$ cat config.mk
export PLATFORM = sky130hd
export DESIGN_NAME = mips_hazard_unit
export DESIGN_NICKNAME = d
export VERILOG_FILES = /design/src/rtl/mips_hazard_unit.sv
export SDC_FILE = /design/constraint.sdc
export NUM_CORES = 1
export LEC_CHECK = 0
export ABC_CLOCK_PERIOD_IN_PS = 1910
export CAP_MARGIN = 20
export CORE_ASPECT_RATIO = 1.5
export CORE_MARGIN = 2
export CORE_UTILIZATION = 45
export CTS_BUF_LIST = sky130_fd_sc_hd__clkbuf_8
export CTS_CLUSTER_SIZE = 16
export DETAILED_ROUTE_END_ITERATION = 8
export PLACE_DENSITY = 0.82
export SYNTH_ARGS = -nofsm -noshare
export SYNTH_HDL_FRONTEND = slang
export SYNTH_SLANG_ARGS = --single-unit
export TNS_END_PERCENT = 1
$ cat constraint.sdc
create_clock -name clk -period 1.91 [get_ports clk]
set_input_delay 0.2865 -clock clk [delete_from_list [all_inputs] [get_ports clk]]
set_output_delay 0.2865 -clock clk [all_outputs]
set_load 0.01 [all_outputs]
$ cat src/rtl/mips_hazard_unit.sv
// Load-use stall, redirect flush and EX operand forwarding control for the 5-stage MIPS pipeline.
// Optional saturating performance counters are built when HAZARD_PERF_CNT_EN is defined.
module mips_hazard_unit #(
    parameter int REG_ADDR_W   = 5,
    parameter int FLUSH_CYCLES = 1,
    parameter int CNT_W        = 16
) (
    input  logic                  clk,
    input  logic                  reset,
    input  logic                  id_valid,
    input  logic [REG_ADDR_W-1:0] id_rs,
    input  logic [REG_ADDR_W-1:0] id_rt,
    input  logic                  id_uses_rs,
    input  logic                  id_uses_rt,
    input  logic [REG_ADDR_W-1:0] id_dst,
    input  logic                  id_reg_write,
    input  logic                  id_mem_read,
    input  logic                  redirect,
    output logic                  stall,
    output logic                  flush_if_id,
    output logic                  flush_id_ex,
    output logic [1:0]            fwd_a_sel,
    output logic [1:0]            fwd_b_sel,
    output logic [1:0]            state,
    output logic [CNT_W-1:0]      stall_count,
    output logic [CNT_W-1:0]      flush_count
);

    typedef enum logic [1:0] {
        RUN   = 2'd0,
        STALL = 2'd1,
        FLUSH = 2'd2
    } state_t;

    localparam logic [2:0] FLUSH_RELOAD = 3'(FLUSH_CYCLES - 1);

    state_t                state_q, state_d;
    logic [2:0]            flush_cnt_q, flush_cnt_d;

    logic                  ex_valid_q, ex_valid_d;
    logic [REG_ADDR_W-1:0] ex_dst_q, ex_dst_d;
    logic                  ex_rw_q, ex_rw_d;
    logic                  ex_load_q, ex_load_d;
    logic [REG_ADDR_W-1:0] ex_rs_q, ex_rs_d;
    logic [REG_ADDR_W-1:0] ex_rt_q, ex_rt_d;

    logic                  mem_valid_q, mem_valid_d;
    logic [REG_ADDR_W-1:0] mem_dst_q, mem_dst_d;
    logic                  mem_rw_q, mem_rw_d;

    logic                  wb_valid_q, wb_valid_d;
    logic [REG_ADDR_W-1:0] wb_dst_q, wb_dst_d;
    logic                  wb_rw_q, wb_rw_d;

    logic                  load_use;
    logic                  in_flush;
    logic                  stall_int;
    logic                  flush_int;
    logic                  issue;
    logic                  mem_fwd_ok;
    logic                  wb_fwd_ok;
    logic [1:0]            fwd_a, fwd_b;

    always_comb begin
        load_use = 1'b0;
        if (id_valid && ex_valid_q && ex_load_q && ex_rw_q && (ex_dst_q != '0)) begin
            load_use = (id_uses_rs && (id_rs == ex_dst_q)) ||
                       (id_uses_rt && (id_rt == ex_dst_q));
        end
        in_flush  = (state_q == FLUSH);
        // A redirect or an active flush window wins over a load-use stall.
        stall_int = ~reset & load_use & ~redirect & ~in_flush;
        flush_int = ~reset & (redirect | in_flush);
        issue     = id_valid & ~stall_int & ~redirect & ~in_flush;
    end

    // Bubbles carry zeroed fields so a dead EX slot never requests forwarding.
    always_comb begin
        ex_valid_d  = 1'b0;
        ex_dst_d    = '0;
        ex_rw_d     = 1'b0;
        ex_load_d   = 1'b0;
        ex_rs_d     = '0;
        ex_rt_d     = '0;
        if (issue) begin
            ex_valid_d = 1'b1;
            ex_dst_d   = id_dst;
            ex_rw_d    = id_reg_write;
            ex_load_d  = id_mem_read;
            ex_rs_d    = id_rs;
            ex_rt_d    = id_rt;
        end
        mem_valid_d = ex_valid_q & ~redirect;
        mem_dst_d   = ex_dst_q;
        mem_rw_d    = ex_rw_q;
        wb_valid_d  = mem_valid_q;
        wb_dst_d    = mem_dst_q;
        wb_rw_d     = mem_rw_q;
    end

    always_comb begin
        mem_fwd_ok = mem_valid_q & mem_rw_q & (mem_dst_q != '0);
        wb_fwd_ok  = wb_valid_q & wb_rw_q & (wb_dst_q != '0);
        fwd_a      = 2'd0;
        fwd_b      = 2'd0;
        if (!reset) begin
            if (mem_fwd_ok && (mem_dst_q == ex_rs_q)) begin
                fwd_a = 2'd1;
            end else if (wb_fwd_ok && (wb_dst_q == ex_rs_q)) begin
                fwd_a = 2'd2;
            end
            if (mem_fwd_ok && (mem_dst_q == ex_rt_q)) begin
                fwd_b = 2'd1;
            end else if (wb_fwd_ok && (wb_dst_q == ex_rt_q)) begin
                fwd_b = 2'd2;
            end
        end
    end

    // With a single flush cycle the redirect cycle itself is the whole window, so RUN is kept.
    always_comb begin
        state_d     = state_q;
        flush_cnt_d = flush_cnt_q;
        case (state_q)
            RUN, STALL: begin
                state_d = RUN;
                if (redirect) begin
                    if (FLUSH_CYCLES > 1) begin
                        state_d     = FLUSH;
                        flush_cnt_d = FLUSH_RELOAD;
                    end
                end else if (stall_int) begin
                    state_d = STALL;
                end
            end
            FLUSH: begin
                if (redirect) begin
                    flush_cnt_d = FLUSH_RELOAD;
                end else if (flush_cnt_q <= 3'd1) begin
                    state_d     = RUN;
                    flush_cnt_d = 3'd0;
                end else begin
                    flush_cnt_d = flush_cnt_q - 3'd1;
                end
            end
            default: begin
                state_d     = RUN;
                flush_cnt_d = 3'd0;
            end
        endcase
    end

    always_ff @(posedge clk) begin
        if (reset) begin
            state_q     <= RUN;
            flush_cnt_q <= 3'd0;
            ex_valid_q  <= 1'b0;
            ex_dst_q    <= '0;
            ex_rw_q     <= 1'b0;
            ex_load_q   <= 1'b0;
            ex_rs_q     <= '0;
            ex_rt_q     <= '0;
            mem_valid_q <= 1'b0;
            mem_dst_q   <= '0;
            mem_rw_q    <= 1'b0;
            wb_valid_q  <= 1'b0;
            wb_dst_q    <= '0;
            wb_rw_q     <= 1'b0;
        end else begin
            state_q     <= state_d;
            flush_cnt_q <= flush_cnt_d;
            ex_valid_q  <= ex_valid_d;
            ex_dst_q    <= ex_dst_d;
            ex_rw_q     <= ex_rw_d;
            ex_load_q   <= ex_load_d;
            ex_rs_q     <= ex_rs_d;
            ex_rt_q     <= ex_rt_d;
            mem_valid_q <= mem_valid_d;
            mem_dst_q   <= mem_dst_d;
            mem_rw_q    <= mem_rw_d;
            wb_valid_q  <= wb_valid_d;
            wb_dst_q    <= wb_dst_d;
            wb_rw_q     <= wb_rw_d;
        end
    end

`ifdef HAZARD_PERF_CNT_EN
    logic [CNT_W-1:0] stall_count_q, stall_count_d;
    logic [CNT_W-1:0] flush_count_q, flush_count_d;

    // Both counters stick at all-ones rather than wrapping.
    always_comb begin
        stall_count_d = stall_count_q;
        flush_count_d = flush_count_q;
        if (stall_int && (stall_count_q != '1)) begin
            stall_count_d = stall_count_q + 1'b1;
        end
        if (redirect && (flush_count_q != '1)) begin
            flush_count_d = flush_count_q + 1'b1;
        end
    end

    always_ff @(posedge clk) begin
        if (reset) begin
            stall_count_q <= '0;
            flush_count_q <= '0;
        end else begin
            stall_count_q <= stall_count_d;
            flush_count_q <= flush_count_d;
        end
    end

    assign stall_count = stall_count_q;
    assign flush_count = flush_count_q;
`else
    assign stall_count = '0;
    assign flush_count = '0;
`endif

    assign stall       = stall_int;
    assign flush_if_id = flush_int;
    assign flush_id_ex = flush_int | stall_int;
    assign fwd_a_sel   = fwd_a;
    assign fwd_b_sel   = fwd_b;
    assign state       = state_q;

endmodule
==> results by group <==
Synthesis
  • Commonest cells in the netlist: buf_4, dfxtp_1, nand3_1
  • Prevailing post-synth register cell: dfxtp_1
  • Flops & latches, synth: 33
  • Ys Warns: 0
  • Top cell type's share of synthesized area: 0.391
  • Avg Cell Area, Syn: 8.94 sq um
  • Synth area leaders: dfxtp_1, buf_4, xnor2_1
  • Yosys cell types: 26
  • Post-synth EDFFs: 0
  • Fraction of registers with async set/reset: 0
  • Area leader, netlist: dfxtp_1
  • Mapped Cells: 189
  • Netlist Area Pre-Place: 1690 sq um
  • Post-synthesis sequential area ratio: 0.391

Worst setup path
  • R2r setup slk: 0.40 ns
  • Required time worst endpoint: 1.62 ns
  • Endpoint type of the worst setup path: primary output
  • Critical R2R Capture: state[0]$_SDFF_PP0_
  • Critical path class: flip-flop to primary output
  • Crit path max fanout: 2
  • Critical Path AT: 1.81 ns
  • Worst R2R Start: ex_dst_q[1]$_SDFF_PP0_
  • Worst setup SP type: flip-flop
  • Worst R2R Path Depth: 5

Cells and area
  • Finished Core Util: 0.582
  • Share of cells above drive strength 1: 0.190
  • Diode count: 0
  • Area grow syn2layout: 25.6%
  • Final Net Count: 259
  • Fillers: 346

Detailed routing
  • Via count: 1306
  • Initial DRC count: 14
  • DR vias/cell: 4.66
  • Detailed Routing Iterations Pass 1: 4
  • Drt drc: 0
  • WL per Instance: 12.9 um
  • WL final: 3.60 mm
  • Antenna viol nets, final: 0

STA
  • RSZ-0062 raised after global routing: yes
  • Tmin final: 2.09 ns
  • Setup tns final: -0.661 ns
  • Worst Hold Slack: 0.474 ns
  • Fmax: 0.478 GHz
  • Part of the cycle the worst path needs: 1.10
  • Final setup fails: 5
  • Final Max Tran Viols: 0
  • Clock skew: 0.00260 ns
  • Final count of hold timing violations: 0
  • Setup ws final: -0.182 ns

Power
  • Seq pwr share: 0.511
  • Pleak: 0.954 nW
  • Pwr per Cell Area: 659 nW/um^2
  • Max rail drop VDD: 0.521 mV
  • Switching share of power: 0.254
  • Switch Pwr: 0.355 mW
  • Tot Pwr: 1.40 mW
  • Clk pwr share: 0.350
  • Int Pwr: 1.04 mW
  • Combinational cell fraction of total power: 0.138

Run status
  • Failing checks: setup timing
  • Status: finished, violations left

Floorplanning
  • # IOs: 64
  • Chip Height: 79.0 um
  • Initial core utilization: 0.463
  • Die area: 4270 sq um
  • FP Rows: 27
  • Core Box Area: 3650 sq um
  • Die W: 54.0 um

Placement
  • Pre-CTS WS: -0.445 ns
  • IO Port Bufs: 30
  • Placed wire-length estimate: 2.54 mm
  • Routability congestion estimate: 0.815

GRT
  • Vias in the first global route: 1295
  • Overall routing resource usage: 0.191
  • Largest net degree at the start of global routing: 20
  • Global-route wire length before repair: 5.73 mm
  • Grt total ovfl: 0
  • Initial antenna violation count: 0

CTS
  • CTS tree: done
  • Clock buffer depth: 2
  • CTS clk-pin slew, worst paths: 0.06 ns
  • Sink Count: 33
  • H-Tree Depth: 2
  • Clock root cell: clkbuf_8
  • CTS Buf Count: 5
  • Worst-Skew Late Latency: 0.28 ns

Hold path
  • Hold/Removal Path Class: flip-flop to flip-flop
  • Min-delay src: ex_rw_q$_SDFF_PP0_
  • Hold EP: mem_rw_q$_SDFF_PP0_
  • Hold Path Depth: 1

Run
  • MaxCap Viol Count: 0
[power groups by stage]
stage / clock network (mW) / logic [mW] / registers [mW]
floorplan: 0 / 0.150 / 0.728
global placement: 0 / 0.180 / 0.729
detailed placement: 0 / 0.184 / 0.730
CTS: 0.505 / 0.191 / 0.715
global route: 0.532 / 0.214 / 0.717
finish: 0.490 / 0.193 / 0.716
[how the worst max path moves through the flow]
stage                                  from      endpoint  slack (ns)  depth (start not counted)
floorplan           mem_dst_q[3]$_SDFF_PP0_  fwd_a_sel[1]        0.22                          4
global placement                   id_rs[1]         stall       -0.42                          6
detailed placement                 id_rs[2]         stall       -0.45                          6
CTS                 mem_dst_q[1]$_SDFF_PP0_  fwd_a_sel[1]       -0.18                          6
global route        mem_dst_q[1]$_SDFF_PP0_  fwd_a_sel[1]       -0.25                          6
finish              mem_dst_q[1]$_SDFF_PP0_  fwd_a_sel[1]       -0.18                          6
[critical path, stage by stage, from the launching register on]
cell      delay [ns]
dfxtp_2         0.32
or4_4           0.55
o211ai_4        0.20
buf_6           0.13
nor4_2          0.04
nor3_1          0.12
buf_2           0.15
[per-layer routing]
layer  vias up  wire [um]  global-route usage
met2        50       1990               0.344
met5         -          0                   0
met3        12        178              0.0564
met1       591       1280               0.180
met4         0        146               0.108
li1        653          -                   -
[registers in the layout, summed over array words and instances (netlist names)]
register / cells
ex_dst_q: 5
ex_load_q: 1
ex_rs_q: 5
ex_rt_q: 5
ex_rw_q: 1
ex_valid_q: 1
mem_dst_q: 5
mem_rw_q: 1
mem_valid_q: 1
state: 1
wb_dst_q: 5
wb_rw_q: 1
wb_valid_q: 1
[per-stage QoR]
stage	std cells	instance area [sq um]
after detailed placement	270	2000
after CTS	280	2110
after floorplan	221	1810
after global placement	270	2000
final	280	2120
after global routing	280	2120
[timing repair]
item                                    4_1_cts  5_1_grt
hold buffers                                  0        0
setup buffers                                 2        0
resized for setup                            31        4
endpoints found under the setup margin        7        7
hold endpoints to repair                      0        0
cloned                                        0        0
pin swaps                                     6        2
[layout make-up]
class / count / area [sq um] / area share
tap: 43 / 53.8 / 0.0254
clock inverter: 3 / 13.8 / 0.00649
clock buffer: 5 / 68.8 / 0.0324
multi-input combinational: 145 / 891 / 0.420
inverter: 1 / 3.75 / 0.00177
sequential: 33 / 664 / 0.313
timing repair buffer: 50 / 427 / 0.201
[cells by family after synthesis]
logic type      count (synthesis)  share of synthesized area
flops                          33                      0.391
compound gates                 22                     0.0719
other cells                     1                    0.00222
xor+xnor                       30                      0.156
simple gates                   60                      0.200
buf+inv                        43                      0.179
[cell usage in the layout, fill, tap and decap left out, drive strengths merged, types with 3 or more instances in the layout]
| cell | synthesis | layout |
|---|---|---|
| a21oi | 18 | 18 |
| or4 | 3 | 3 |
| dfxtp | 33 | 33 |
| conb | 1 | 33 |
| nor2 | 3 | 3 |
| xnor2 | 20 | 20 |
| nand2 | 5 | 5 |
| nor3 | 5 | 5 |
| xor2 | 10 | 10 |
| clkbuf | 4 | 5 |
| buf | 38 | 25 |
| clkdlybuf4s50 | 0 | 23 |
| nor2b | 16 | 16 |
| nand3 | 22 | 22 |
Power figures use the tool's default switching activity.
